===== src/rtl/ex_mdu_seq_pkg.sv =====
// ----------------------------------------------------------------------------
// ex_mdu_seq_pkg
// Shared definitions for the sequential multiply/divide unit:
//   - MDU_OP_W and the operation codes (MDU_MUL, MDU_MULHU, MDU_DIVU, MDU_REMU)
//   - FSM state encodings (MDU_IDLE, MDU_CALC, MDU_DONE)
//   - default operand width and destination register index width
//   - op_is_div(): true for the two divide-family operations
// No ports (package).
// ----------------------------------------------------------------------------
package ex_mdu_seq_pkg;

   localparam int MDU_OP_W          = 2;
   localparam int MDU_WORD_W_DEF    = 32;
   localparam int MDU_REG_IDX_W_DEF = 5;

   typedef enum logic [MDU_OP_W-1:0] {
      MDU_MUL   = 2'b00,
      MDU_MULHU = 2'b01,
      MDU_DIVU  = 2'b10,
      MDU_REMU  = 2'b11
   } mdu_op_e;

   typedef enum logic [1:0] {
      MDU_IDLE = 2'b00,
      MDU_CALC = 2'b01,
      MDU_DONE = 2'b10
   } mdu_state_e;

   function automatic logic op_is_div(input mdu_op_e op);
      return (op == MDU_DIVU) || (op == MDU_REMU);
   endfunction

endpackage


===== src/rtl/ex_mdu_seq_step.sv =====
// ----------------------------------------------------------------------------
// mdu_step
// One radix-2 iteration of the sequential MDU, purely combinational.
//   Multiply: {hi,lo} holds {partial product, remaining multiplier bits};
//             conditionally add operand (multiplicand) to hi, then shift the
//             pair right by one.
//   Divide  : {hi,lo} holds {partial remainder, remaining dividend bits};
//             shift left by one, trial-subtract operand (divisor) and shift
//             the quotient bit into lo (restoring division).
// Configuration: the divide path and the is_div port exist only when
// MDU_DIV_EN is defined.
// Ports:
//   is_div   in  1       selects the divide iteration (MDU_DIV_EN only)
//   hi, lo   in  WORD_W  current accumulator halves
//   operand  in  WORD_W  multiplicand or divisor
//   hi_nxt, lo_nxt out WORD_W  accumulator after this iteration
// ----------------------------------------------------------------------------
module mdu_step #(
   parameter int WORD_W = 32
) (
`ifdef MDU_DIV_EN
   input  logic              is_div,
`endif
   input  logic [WORD_W-1:0] hi,
   input  logic [WORD_W-1:0] lo,
   input  logic [WORD_W-1:0] operand,
   output logic [WORD_W-1:0] hi_nxt,
   output logic [WORD_W-1:0] lo_nxt
);

   logic [WORD_W:0]   addend_s;
   logic [WORD_W:0]   sum_s;
   logic [WORD_W-1:0] mul_hi_s;
   logic [WORD_W-1:0] mul_lo_s;

   // Shift-add step; the carry out of the add becomes the new top bit of hi
   always_comb begin
      if (lo[0]) begin
         addend_s = {1'b0, operand};
      end else begin
         addend_s = {(WORD_W+1){1'b0}};
      end
      sum_s    = {1'b0, hi} + addend_s;
      mul_hi_s = sum_s[WORD_W:1];
      mul_lo_s = {sum_s[0], lo[WORD_W-1:1]};
   end

`ifdef MDU_DIV_EN
   logic [WORD_W:0]   shifted_s;
   logic [WORD_W:0]   diff_s;
   logic [WORD_W-1:0] div_hi_s;
   logic [WORD_W-1:0] div_lo_s;

   // Restoring step; bit WORD_W of the difference is the borrow, since the
   // shifted remainder is always below twice the divisor
   always_comb begin
      shifted_s = {hi, lo[WORD_W-1]};
      diff_s    = shifted_s - {1'b0, operand};
      if (!diff_s[WORD_W]) begin
         div_hi_s = diff_s[WORD_W-1:0];
         div_lo_s = {lo[WORD_W-2:0], 1'b1};
      end else begin
         div_hi_s = shifted_s[WORD_W-1:0];
         div_lo_s = {lo[WORD_W-2:0], 1'b0};
      end
   end

   // Pick the iteration matching the operation in flight
   always_comb begin
      if (is_div) begin
         hi_nxt = div_hi_s;
         lo_nxt = div_lo_s;
      end else begin
         hi_nxt = mul_hi_s;
         lo_nxt = mul_lo_s;
      end
   end
`else
   // Multiply is the only iteration available
   always_comb begin
      hi_nxt = mul_hi_s;
      lo_nxt = mul_lo_s;
   end
`endif

endmodule


===== src/rtl/ex_mdu_seq.sv =====
// ----------------------------------------------------------------------------
// ex_mdu_seq
// Sequential multiply/divide unit for the EX stage. A request accepted in
// IDLE spends exactly WORD_W cycles in CALC (one mdu_step iteration each)
// and then presents a one-cycle o_done pulse in DONE. Divide by zero, and
// any divide when division is compiled out, go straight from IDLE to DONE.
// Configuration: define MDU_DIV_EN to build the DIVU/REMU datapath; without
// it DIVU/REMU complete in one cycle with a zero result.
// Ports:
//   clk         in  1          clock, rising edge
//   clr_n       in  1          asynchronous active-low reset
//   i_start     in  1          request valid (honoured only in IDLE)
//   i_op        in  2          00 MUL, 01 MULHU, 10 DIVU, 11 REMU
//   i_opa/i_opb in  WORD_W     unsigned operands
//   i_dest_reg  in  REG_IDX_W  writeback register index
//   i_flush     in  1          abandon any operation, back to IDLE
//   o_busy      out 1          high while in CALC
//   o_done      out 1          one-cycle result-valid pulse
//   o_result    out WORD_W     result, zero when o_done=0
//   o_dest_reg  out REG_IDX_W  captured index, zero when o_done=0
// ----------------------------------------------------------------------------
module ex_mdu_seq
   import ex_mdu_seq_pkg::*;
#(
   parameter int WORD_W    = MDU_WORD_W_DEF,
   parameter int REG_IDX_W = MDU_REG_IDX_W_DEF
) (
   input  logic                 clk,
   input  logic                 clr_n,
   input  logic                 i_start,
   input  logic [1:0]           i_op,
   input  logic [WORD_W-1:0]    i_opa,
   input  logic [WORD_W-1:0]    i_opb,
   input  logic [REG_IDX_W-1:0] i_dest_reg,
   input  logic                 i_flush,
   output logic                 o_busy,
   output logic                 o_done,
   output logic [WORD_W-1:0]    o_result,
   output logic [REG_IDX_W-1:0] o_dest_reg
);

   localparam int             CNT_W    = $clog2(WORD_W) + 1;
   localparam logic [CNT_W-1:0] CNT_LAST = CNT_W'(WORD_W - 1);
   localparam logic [CNT_W-1:0] CNT_ONE  = CNT_W'(1);

   mdu_state_e           state_r;
   mdu_op_e              op_r;
   logic [WORD_W-1:0]    operand_r;
   logic [WORD_W-1:0]    hi_r;
   logic [WORD_W-1:0]    lo_r;
   logic [REG_IDX_W-1:0] dest_r;
   logic [CNT_W-1:0]     cnt_r;

   mdu_op_e              req_op_s;
   logic                 req_div_s;
   logic                 req_short_s;
   logic [WORD_W-1:0]    short_res_s;
   logic [WORD_W-1:0]    hi_nxt_s;
   logic [WORD_W-1:0]    lo_nxt_s;
   logic [WORD_W-1:0]    calc_res_s;

   mdu_step #(
      .WORD_W (WORD_W)
   ) u_step (
`ifdef MDU_DIV_EN
      .is_div  (op_is_div(op_r)),
`endif
      .hi      (hi_r),
      .lo      (lo_r),
      .operand (operand_r),
      .hi_nxt  (hi_nxt_s),
      .lo_nxt  (lo_nxt_s)
   );

   // Request decode: which ops bypass CALC and what they return
   always_comb begin
      req_op_s  = mdu_op_e'(i_op);
      req_div_s = op_is_div(req_op_s);
`ifdef MDU_DIV_EN
      req_short_s = req_div_s && (i_opb == {WORD_W{1'b0}});
      if (req_op_s == MDU_DIVU) begin
         short_res_s = {WORD_W{1'b1}};
      end else begin
         short_res_s = i_opa;
      end
`else
      req_short_s = req_div_s;
      short_res_s = {WORD_W{1'b0}};
`endif
   end

   // Result selection from the final iteration's outputs
   always_comb begin
      case (op_r)
         MDU_MUL:   calc_res_s = lo_nxt_s;
         MDU_MULHU: calc_res_s = hi_nxt_s;
         MDU_DIVU:  calc_res_s = lo_nxt_s;
         MDU_REMU:  calc_res_s = hi_nxt_s;
         default:   calc_res_s = {WORD_W{1'b0}};
      endcase
   end

   // Control FSM, datapath registers and registered outputs
   always_ff @(posedge clk or negedge clr_n) begin
      if (!clr_n) begin
         state_r    <= MDU_IDLE;
         op_r       <= MDU_MUL;
         operand_r  <= {WORD_W{1'b0}};
         hi_r       <= {WORD_W{1'b0}};
         lo_r       <= {WORD_W{1'b0}};
         dest_r     <= {REG_IDX_W{1'b0}};
         cnt_r      <= {CNT_W{1'b0}};
         o_busy     <= 1'b0;
         o_done     <= 1'b0;
         o_result   <= {WORD_W{1'b0}};
         o_dest_reg <= {REG_IDX_W{1'b0}};
      end else if (i_flush) begin
         // Flush wins over everything, including a start in IDLE
         state_r    <= MDU_IDLE;
         o_busy     <= 1'b0;
         o_done     <= 1'b0;
         o_result   <= {WORD_W{1'b0}};
         o_dest_reg <= {REG_IDX_W{1'b0}};
      end else begin
         case (state_r)
            MDU_IDLE: begin
               if (i_start) begin
                  op_r   <= req_op_s;
                  dest_r <= i_dest_reg;
                  hi_r   <= {WORD_W{1'b0}};
                  cnt_r  <= {CNT_W{1'b0}};
                  // Multiply shifts the multiplier out of lo; divide shifts
                  // the dividend out of lo and builds the quotient behind it
                  operand_r <= req_div_s ? i_opb : i_opa;
                  lo_r      <= req_div_s ? i_opa : i_opb;
                  if (req_short_s) begin
                     state_r    <= MDU_DONE;
                     o_done     <= 1'b1;
                     o_result   <= short_res_s;
                     o_dest_reg <= i_dest_reg;
                  end else begin
                     state_r <= MDU_CALC;
                     o_busy  <= 1'b1;
                  end
               end
            end
            MDU_CALC: begin
               hi_r  <= hi_nxt_s;
               lo_r  <= lo_nxt_s;
               cnt_r <= cnt_r + CNT_ONE;
               if (cnt_r == CNT_LAST) begin
                  state_r    <= MDU_DONE;
                  o_busy     <= 1'b0;
                  o_done     <= 1'b1;
                  o_result   <= calc_res_s;
                  o_dest_reg <= dest_r;
               end
            end
            MDU_DONE: begin
               state_r    <= MDU_IDLE;
               o_done     <= 1'b0;
               o_result   <= {WORD_W{1'b0}};
               o_dest_reg <= {REG_IDX_W{1'b0}};
            end
            default: begin
               state_r    <= MDU_IDLE;
               o_busy     <= 1'b0;
               o_done     <= 1'b0;
               o_result   <= {WORD_W{1'b0}};
               o_dest_reg <= {REG_IDX_W{1'b0}};
            end
         endcase
      end
   end

endmodule


===== config.mk =====
export PLATFORM = sky130hd
export DESIGN_NAME = ex_mdu_seq
export DESIGN_NICKNAME = d
export VERILOG_FILES = /design/src/rtl/ex_mdu_seq_pkg.sv /design/src/rtl/ex_mdu_seq_step.sv /design/src/rtl/ex_mdu_seq.sv
export SDC_FILE = /design/constraint.sdc
export NUM_CORES = 1
export LEC_CHECK = 0
export ABC_CLOCK_PERIOD_IN_PS = 8700
export CAP_MARGIN = 20
export CORE_MARGIN = 2
export CORE_UTILIZATION = 50
export CTS_BUF_LIST = sky130_fd_sc_hd__clkbuf_16
export DETAILED_ROUTE_END_ITERATION = 10
export DONT_BUFFER_PORTS = 1
export PLACE_DENSITY_LB_ADDON = 0.25
export SLEW_MARGIN = 15
export SYNTH_ARGS = -nofsm -noshare
export SYNTH_HDL_FRONTEND = slang
export SYNTH_SLANG_ARGS = --single-unit
export TNS_END_PERCENT = 100

===== constraint.sdc =====
create_clock -name clk -period 8.7 [get_ports clk]
set_clock_uncertainty 0.05 [all_clocks]
set_input_delay 1.305 -clock clk [delete_from_list [all_inputs] [get_ports clk]]
set_output_delay 1.305 -clock clk [all_outputs]
set_load 0.05 [all_outputs]

Yosys cells after proc, flatten, opt, wreduce, memory -nomap -nowiden
Index checks and enable logic that the tools add are counted.
{"block": "classes", "muxes": 35, "addsub": 2, "n_reduce_logical": 11, "eq_ne": 14, "bitwise_logic": 1}
{"operator": "32-bit two-way mux", "count": 9}
{"operator": "32-bit one-hot mux with 2 select lines", "count": 4}
{"operator": "32-bit by 32-bit adder with 33-bit output", "count": 1}
{"operator": "5-bit two-way mux", "count": 4}
{"operator": "3-bit != test (second input constant)", "count": 4}
{"operator": "6-bit one-hot mux with 2 select lines", "count": 1}
{"operator": "2-bit == test (second input constant)", "count": 5}
{"operator": "5-bit one-hot mux with 2 select lines", "count": 1}
{"operator": "3-bit AND reduction", "count": 3}
{"operator": "1-bit two-way mux", "count": 8}
{"operator": "2-bit two-way mux", "count": 4}
{"operator": "6-bit by 1-bit adder with 6-bit output (second input constant)", "count": 1}
{"operator": "6-bit by 5-bit == test with 1-bit output (second input constant)", "count": 1}
{"operator": "6-bit two-way mux", "count": 1}
{"operator": "2-bit by 1-bit == test with 1-bit output (second input constant)", "count": 2}
{"operator": "2-bit zero test", "count": 2}
{"operator": "2-bit != test (second input constant)", "count": 2}
{"operator": "2-bit one-hot mux with 2 select lines", "count": 1}
{"operator": "4-bit AND reduction", "count": 1}
{"operator": "2-bit OR reduction", "count": 2}
{"operator": "1-bit one-hot mux with 3 select lines", "count": 1}
{"operator": "1-bit one-hot mux with 2 select lines", "count": 1}
{"operator": "2-bit AND reduction", "count": 1}
{"operator": "2-bit nonzero test", "count": 1}
{"operator": "2 further kinds", "count": 2}
{"block": "word_totals", "regBits": 150, "elab_cells": 74}

Depth between registers and ports, before layout
Gate-level depths: netlist of the first run.
{"block": "depth", "depth_word": 6, "mapped_depth": 12, "mapped_depth_nobuf": 12}

Modules after synthesis
From an unflattened synthesis of the first run, not the netlist that was laid out.
{"block": "unflattened", "hier_cells": 972, "area_unflattened_um2": 9303.9}
{"module": "ex_mdu_seq", "cells_per_inst": 618, "seq_area_each_um2": 3728.6, "area_each_um2": 6841.6, "n_inst": 1}
{"module": "mdu_step", "cells_per_inst": 354, "seq_area_each_um2": 0.0, "area_each_um2": 2462.4, "n_inst": 1}

Least setup slack after synthesis of the first run
Ideal clock, no wire load.
{"block": "synth_path", "path_type": "input-to-reg", "startpoint": "input i_flush", "endpoint": "register operand_r[0]", "setup_slack_ns": 5.856, "arrival_time_ns": 2.657, "stages": 6, "setup_time_ns": 0.137, "cell_sequence": "or2_2 nor2_1 and2_1 clkbuf_1 clkbuf_1 a21oi_1"}
{"block": "synth_between", "elab_chain_len": 2}
{"element": "from (decl)", "line_no": "ex_mdu_seq.sv:35", "rtl": "input logic i_flush,"}
{"element": "1-bit inverter (no source line)"}
{"element": "3-bit AND reduction (no source line)"}
{"element": "to (signal assigned)", "line_no": "ex_mdu_seq.sv:108", "rtl": "operand_r <= {WORD_W{1'b0}};"}
{"element": "to (signal assigned)", "line_no": "ex_mdu_seq.sv:134", "rtl": "operand_r <= req_div_s ? i_opb : i_opa;"}
{"element": "to (decl)", "line_no": "ex_mdu_seq.sv:48", "rtl": "logic [WORD_W-1:0] operand_r;"}
Every way passes these cells.
A chain may end at the register's enable or synchronous reset.

Worst setup path in the final report of the first run
{"block": "layout_path", "startpoint": "register lo_r[0]", "endpoint": "register o_result[27]"}
{"block": "layout_between", "elab_chain_len": 6}
{"element": "from (decl)", "line_no": "ex_mdu_seq.sv:50", "rtl": "logic [WORD_W-1:0] lo_r;"}
{"element": "from (signal assigned)", "line_no": "ex_mdu_seq.sv:110", "rtl": "lo_r <= {WORD_W{1'b0}};"}
{"element": "from (signal assigned)", "line_no": "ex_mdu_seq.sv:135", "rtl": "lo_r <= req_div_s ? i_opa : i_opb;"}
{"element": "from (signal assigned)", "line_no": "ex_mdu_seq.sv:149", "rtl": "lo_r <= lo_nxt_s;"}
{"element": "32-bit two-way mux", "line_no": "ex_mdu_seq_step.sv:38", "rtl": "if (lo[0]) begin"}
{"element": "32-bit by 32-bit adder with 33-bit output", "line_no": "ex_mdu_seq_step.sv:43", "rtl": "sum_s = {1'b0, hi} + addend_s;"}
{"element": "32-bit one-hot mux with 2 select lines", "line_no": "ex_mdu_seq.sv:94", "rtl": "case (op_r)"}
{"element": "32-bit two-way mux", "line_no": "ex_mdu_seq.sv:151", "rtl": "if (cnt_r == CNT_LAST) begin"}
{"element": "32-bit one-hot mux with 2 select lines", "line_no": "ex_mdu_seq.sv:125", "rtl": "case (state_r)"}
{"element": "32-bit two-way mux", "line_no": "ex_mdu_seq.sv:117", "rtl": "end else if (i_flush) begin"}
{"element": "to (signal assigned)", "line_no": "ex_mdu_seq.sv:115", "rtl": "o_result <= {WORD_W{1'b0}};"}
{"element": "to (signal assigned)", "line_no": "ex_mdu_seq.sv:122", "rtl": "o_result <= {WORD_W{1'b0}};"}
{"element": "to (signal assigned)", "line_no": "ex_mdu_seq.sv:155", "rtl": "o_result <= calc_res_s;"}
{"element": "to (decl)", "line_no": "ex_mdu_seq.sv:38", "rtl": "output logic [WORD_W-1:0] o_result,"}
Every way passes these cells. The select of a mux whose other input is x is not followed.

==> impl_metrics.tcl, run 1 <==
set metrics [dict create \
    nFillCells 1589 \
    wire_per_inst_um 18.7 \
    path_class "flip-flop to flip-flop" \
    finalHoldViolations 0 \
    yosys.area.top_type_share_pct 42.6 \
    final_cells 1157 \
    synthesis.nets 1070 \
    grt_pass1_vias 6636 \
    grt_pass1_wl_um 35100 \
    start_util_pct 50.9 \
    firstDrtPassIters 4 \
    overflow 0 \
    syn_area_um2 8750 \
    dp_cells 1126 \
    vias_per_cell 5.93 \
    worst_pin_slew_ns 1.00 \
    num_vias 6863 \
    num_io_pins 114 \
    synth_top_area_cell "dfrtp_1" \
    max_freq_mhz 265 \
    clock_latency_ns 0.43 \
    design.core.area_um2 17200 \
    min_period_ns 3.77 \
    final_cell_mix "dfrtp_1 (149), nand2_1 (134), o21ai_0 (125)" \
    final_common_cell "dfrtp_1" \
    cts_tree "done" \
    fin_crit_sh_pct 43.4 \
    synth_area_leaders "dfrtp_1 (43%), mux2i_1 (9.6%), o21ai_0 (7.2%)" \
    path_clk_slew_ns 0.06 \
    maxSlewHeadroom_pct 33.3 \
    synth-edff-count 0 \
    use_met2_pct 35.9 \
    met1_usage_pct 35.4 \
    cellPowerDensity_nw_per_um2 271 \
    dieArea_um2 18600 \
    cp_max_fo 33 \
    nets 1029 \
    regArea_um2 3730 \
    final_antenna_net_count 0 \
    yosys_warnings 0 \
    critPathRequiredTime_ns 8.97 \
    chipHeight_um 136 \
    hpwl_um 14400 \
    rsz0062_at_grt "no" \
    finalSetupViolCount 0 \
    antenna_found_initial 0 \
    hold_class "flip-flop to flip-flop" \
    synth-seq-cells 149 \
    synth_seq_area_share_pct 42.6 \
    cap_viol_max_count 0 \
    grt_max_degree 150 \
    cp-start-kind "flip-flop" \
    root_buffer "clkbuf_16" \
    gr-usage-met3_pct 5.82 \
    endpoint_kind "flip-flop" \
    drt_wl_total_um 21600 \
    finish.utilization_pct 54.8 \
    cts_setup_buffers 0 \
    leakagePower_nw 4.44 \
    synthCells 961 \
    crit_arrival_ns 4.04 \
    syn_avg_cell_area_um2 9.10 \
    maxSlewViolCount 0 \
    antennaDiodeCount 0 \
    postCtsHoldBufs 0 \
    area_growth_pct 7.61 \
    holdWs_ns 0.436 \
    row_count 48 \
    cts.sinks 149 \
    dr.first_iter.drc_count 387 \
    ctsLongestPathBuffers 2 \
    h-tree-depth 4 \
    status "complete, no violations" \
    route.detailed.drc 0 \
    layout-drive-gt1-share_pct 5.47 \
    grt.total_usage_pct 24.4 \
    ir_drop_uv 162 \
    multi_input_area_um2 4730 \
    io_buffers 0 \
    busiest_layer "met2" \
    ctsResizeCount 0 \
    cts_buffers 17 \
    post-layout-total-power_mw 2.55 \
    ys_types 59 \
    ys.flop_type "dfrtp_1" \
    async_flop_share_pct 100 \
    die_w_um 136 \
    tns_ns 0 \
    gp_congestion 0.921 \
]
cells in the mapped netlist (all sizes together), types with 6 or more instances:
cell type,count
dfrtp,149
nand2,135
o21ai,131
mux2i,84
a21oi,74
nor2,57
clkbuf,50
and2,34
ha,33
a22o,22
xnor2,19
buf,16
nand3,15
xor2,14
a21o,13
and3,12
inv,12
a22oi,6
a32oi,6
nand4,6
nor3,6
cell type report:
class | instances | share of cell area (%)
Multi-Input combinational cell | 734 | 50.2
Sequential cell | 149 | 39.6
Clock buffer | 17 | 4.52
Tap cell | 225 | 2.99
Clock inverter | 14 | 1.54
Timing Repair Buffer | 6 | 0.612
Inverter | 12 | 0.479
critical path: stages (launching register included):
cell and delay, ns:
dfrtp_1 0.92, and2_1 0.23, ha_1 0.18, inv_1 0.06, fa_1 0.41, nand2b_1 0.18
a21oi_1 0.29, o211a_1 0.28, o211ai_2 0.14, a22oi_2 0.38, a21oi_2 0.14, mux2i_1 0.13
a211o_1 0.26
report_power, final:
| part | internal [mW] | total, mW | switching, mW |
|---|---|---|---|
| registers | 0.840 | 0.976 | 0.136 |
| logic | 0.342 | 0.841 | 0.499 |
| clock network | 0.441 | 0.730 | 0.289 |
| total | 1.62 | 2.55 | 0.924 |
worst paths after layout:
check / start / end / slack (ns) / cells past startpoint
setup / recovery: lo_r[0] / o_result[27] / 4.93 / 12
hold / removal: hi_r[28] / hi_r[28] / 0.44 / 2
setup reg to reg: lo_r[0] / o_result[27] / 4.93 / 12
hold reg to reg: hi_r[28] / hi_r[28] / 0.44 / 2
max in group asynchronous: clr_n / lo_r[22] / 7.84 / 0
min in group asynchronous: clr_n / operand_r[4] / 0.52 / 0
metal layers:
layer  vias to the layer above  routed length (µm)  share of wire (%)
li1                       3348                   -                  -
met1                      3300               10300                 48
met2                       183                9290                 43
met3                        32                1510                7.0
met4                         0                 477                2.2
met5                         -                   0                  0
through the flow:
stage               instance area (µm²)  worst slack (ns)
floorplan                          8750              5.86
global placement                   8820              5.03
detailed placement                 8840              4.86
CTS                                9410              4.86
global route                       9410              4.52
finish                             9410              4.93
cells by family after synthesis:
family	count (synthesis)	synth area share (%)
and+or+nand+nor	284	14.6
muxes	89	10.3
adders and majority gates	34	4.95
buffers and inverters	78	3.50
AOI/OAI and AO/OA	294	20.7
DFF	149	42.6
xor gates and xnor gates	33	3.30
(Power assumes the default switching activity.)
==> run 2: changes to the inputs <==
--- a/config.mk
+++ b/config.mk
@@ -5,7 +5,8 @@
 export SDC_FILE = /design/constraint.sdc
 export NUM_CORES = 1
 export LEC_CHECK = 0
-export ABC_CLOCK_PERIOD_IN_PS = 8700
+export ABC_AREA = 1
+export ABC_CLOCK_PERIOD_IN_PS = 3400
 export CAP_MARGIN = 20
 export CORE_MARGIN = 2
 export CORE_UTILIZATION = 50
==> constraint.sdc (replaced) <==
create_clock -name clk -period 3.4 [get_ports clk]
set_clock_uncertainty 0.05 [all_clocks]
set_input_delay 0.51 -clock clk [delete_from_list [all_inputs] [get_ports clk]]
set_output_delay 0.51 -clock clk [all_outputs]
set_load 0.05 [all_outputs]
==> run 2 against run 1 <==
The flow now finishes with violations (negative hold slack). Die area up 8.7%. Count of clock-buffer cells in the layout is the same. Setup slack worse by 4.2 ns. Routed wire length is 27% higher. Flip-flop and latch count is the same. Largest cell class unchanged. Highest routed layer unchanged.
==> impl_metrics.tcl, run 2 <==
set metrics [dict create \
    grt_pass1_wl_um 44200 \
    ys.flop_type "dfrtp_1" \
    synth_top_area_cell "dfrtp_1" \
    design.core.area_um2 18700 \
    cts_tree "done" \
    num_vias 8922 \
    synth_seq_area_share_pct 39.1 \
    min_period_ns 2.71 \
    crit_family "simple AND/OR/NAND/NOR gates" \
    grt_max_degree 150 \
    io_buffers 0 \
    final_cell_mix "nand2_1 (610), inv_1 (196), dfrtp_1 (149)" \
    nets 1525 \
    h-tree-depth 4 \
    route.detailed.drc 0 \
    status "finished, violations left" \
    num_io_pins 114 \
    cellPowerDensity_nw_per_um2 785 \
    antenna_found_initial 0 \
    chipHeight_um 142 \
    maxSlewHeadroom_pct 34.3 \
    synth-seq-cells 149 \
    firstDrtPassIters 5 \
    cts_buffers 17 \
    hpwl_um 19900 \
    finish.utilization_pct 54.7 \
    maxSlewViolCount 0 \
    synth_area_leaders "dfrtp_1 (39%), nand2_1 (24%), inv_1 (7.7%)" \
    critPathRequiredTime_ns 3.72 \
    ctsLongestPathBuffers 2 \
    syn_area_um2 9530 \
    vias_per_cell 5.37 \
    nFillCells 1800 \
    cp-start-kind "flip-flop" \
    hold_class "input port to async pin" \
    rr_worst_depth 16 \
    root_buffer "clkbuf_16" \
    die_w_um 142 \
    ir_drop_uv 504 \
    critPathMaxStageDelay_ns 0.45 \
    crit_arrival_ns 3.03 \
    slowest_stage "fa_1" \
    drt_wl_total_um 27300 \
    path_clk_slew_ns 0.07 \
    holdWs_ns -0.285 \
    finalSetupViolCount 0 \
    overflow 0 \
    crit_path_frequent_cell "nand2_1" \
    path_class "flip-flop to flip-flop" \
    r2r_slack_ns 0.69 \
    async_flop_share_pct 100 \
    violations "negative hold slack" \
    syn_avg_cell_area_um2 6.58 \
    dieArea_um2 20200 \
    finalHoldViolations 149 \
    start_util_pct 51.0 \
    synthCells 1448 \
    ctsResizeCount 0 \
    max_freq_mhz 369 \
    final_common_cell "nand2_1" \
    clock_latency_ns 0.44 \
    cts.sinks 149 \
    row_count 50 \
    yosysMostFrequentCell "nand2_1" \
    dr.first_iter.drc_count 846 \
    tns_ns 0 \
    synth_common_cells "nand2_1 (610), inv_1 (196), dfrtp_1 (149), nor2_1 (90), o21ai_0 (74)" \
    leakagePower_nw 5.68 \
    endpoint_kind "flip-flop" \
    grt_pass1_vias 8286 \
    antennaDiodeCount 0 \
    r2r-start "lo_r[0]" \
    wire_per_inst_um 16.4 \
    cp.depth 16 \
    setup.worst_path.start "lo_r[0]" \
    grt.total_usage_pct 28.2 \
    fin_crit_sh_pct 79.7 \
    synthesis.nets 1557 \
    worst_pin_slew_ns 0.985 \
    gp_congestion 0.972 \
    yosys.area.top_type_share_pct 39.1 \
    cp_max_fo 29 \
    path_buf_inv 2 \
    synth-edff-count 0 \
    cp_cell_sequence "buf_4 -> nand2_1 -> fa_1 -> inv_1 -> nand3_1 -> nand2_1 -> nand2_1 -> nand2_1 -> nand2_1 -> nand2_1 -> nand2_1 -> nand2_1 -> nand2_1 -> nand3_1 -> nand2_1 -> nand2_1" \
    area_growth_pct 7.29 \
    critPathCapture "o_result[23]" \
    ys_types 34 \
    layout-drive-gt1-share_pct 3.57 \
    cap_viol_max_count 0 \
    worstReg2RegEnd "o_result[23]" \
    rsz0062_at_grt "no" \
    post-layout-total-power_mw 8.03 \
    final_antenna_net_count 0 \
    yosys_warnings 0 \
]
==> run 2: changes by cell type after synthesis, moves of 11 or more <==
cell,before,now
a21o_1,13,2
a21oi_1,73,62
a22o_1,22,1
a31oi_1,4,32
and2_1,34,4
and3_1,12,0
inv_1,12,196
mux2i_1,84,0
nand2_1,134,610
nand3_1,15,65
nor2_1,57,90
o211ai_1,3,22
o21ai_0,126,74
xor2_1,14,1
==> run 2: layout make-up <==
class	instances	area (µm²)	area share [%]
sequential	149	3730	36.5
timing repair buffer	8	72.6	0.710
inverter	202	758	7.41
multi-input combinational	1038	4790	46.9
clock buffer	17	425	4.16
clock inverter	15	156	1.53
tap	234	293	2.86
==> run 2: worst min path at each step <==
stage	startpoint	end	cells past startpoint
detailed placement	clr_n	o_dest_reg[3]	0
global placement	clr_n	o_dest_reg[3]	0
global route	clr_n	o_dest_reg[3]	0
finish	clr_n	o_dest_reg[3]	0
floorplan	clr_n	cnt_r[0]	0
CTS	clr_n	o_dest_reg[3]	0
==> run 2: kinds of logic (layout without fill, tap and decap cells) <==
kind of cell    after synthesis  after routing  synth area share [%]
compound gates              205            205                  12.1
flops                       149            149                  39.1
xor+xnor                     14             14                  1.29
buf+inv                     261            242                  10.7
fa+ha+maj                    34             34                  4.54
simple gates                785            785                  32.3
==> run 2: stage by stage <==
step / setup WS, ns / area, µm² / std cells
detailed placement: 0.707 / 9640 / 1631
global route: 0.414 / 10200 / 1663
global placement: 0.763 / 9640 / 1631
floorplan: 0.922 / 9530 / 1448
CTS: 0.702 / 10200 / 1663
finish: 0.690 / 10200 / 1663
==> run 2: timing repair <==
action / CTS / global route
endpoints found under the setup margin: 0 / 0
buffers inserted: 0 / 0
hold endpoints to repair: 149 / 149
==> run 2: power breakdown <==
part	switching [mW]	internal (mW)	total, mW	leakage [nW]
Combinational	2.16	1.09	3.25	3.50
Sequential	0.505	2.36	2.86	1.91
Clock	0.833	1.09	1.92	0.275
==> run 2: worst reg2reg max path: stages, from the launching register on <==
cell     delay, ns
dfrtp_1       0.39
buf_4         0.32
nand2_1       0.16
fa_1          0.45
inv_1         0.11
nand3_1       0.07
nand2_1       0.15
nand2_1       0.07
nand2_1       0.12
nand2_1       0.06
nand2_1       0.12
nand2_1       0.09
nand2_1       0.12
nand2_1       0.09
nand3_1       0.15
nand2_1       0.08
nand2_1       0.06
==> run 2: per-layer routing <==
metal / wire length [µm] / global-route usage [%]
met3: 2040 / 5.15
met5: 0 / 0
met4: 507 / 8.05
met1: 13500 / 44.0
met2: 11200 / 39.6
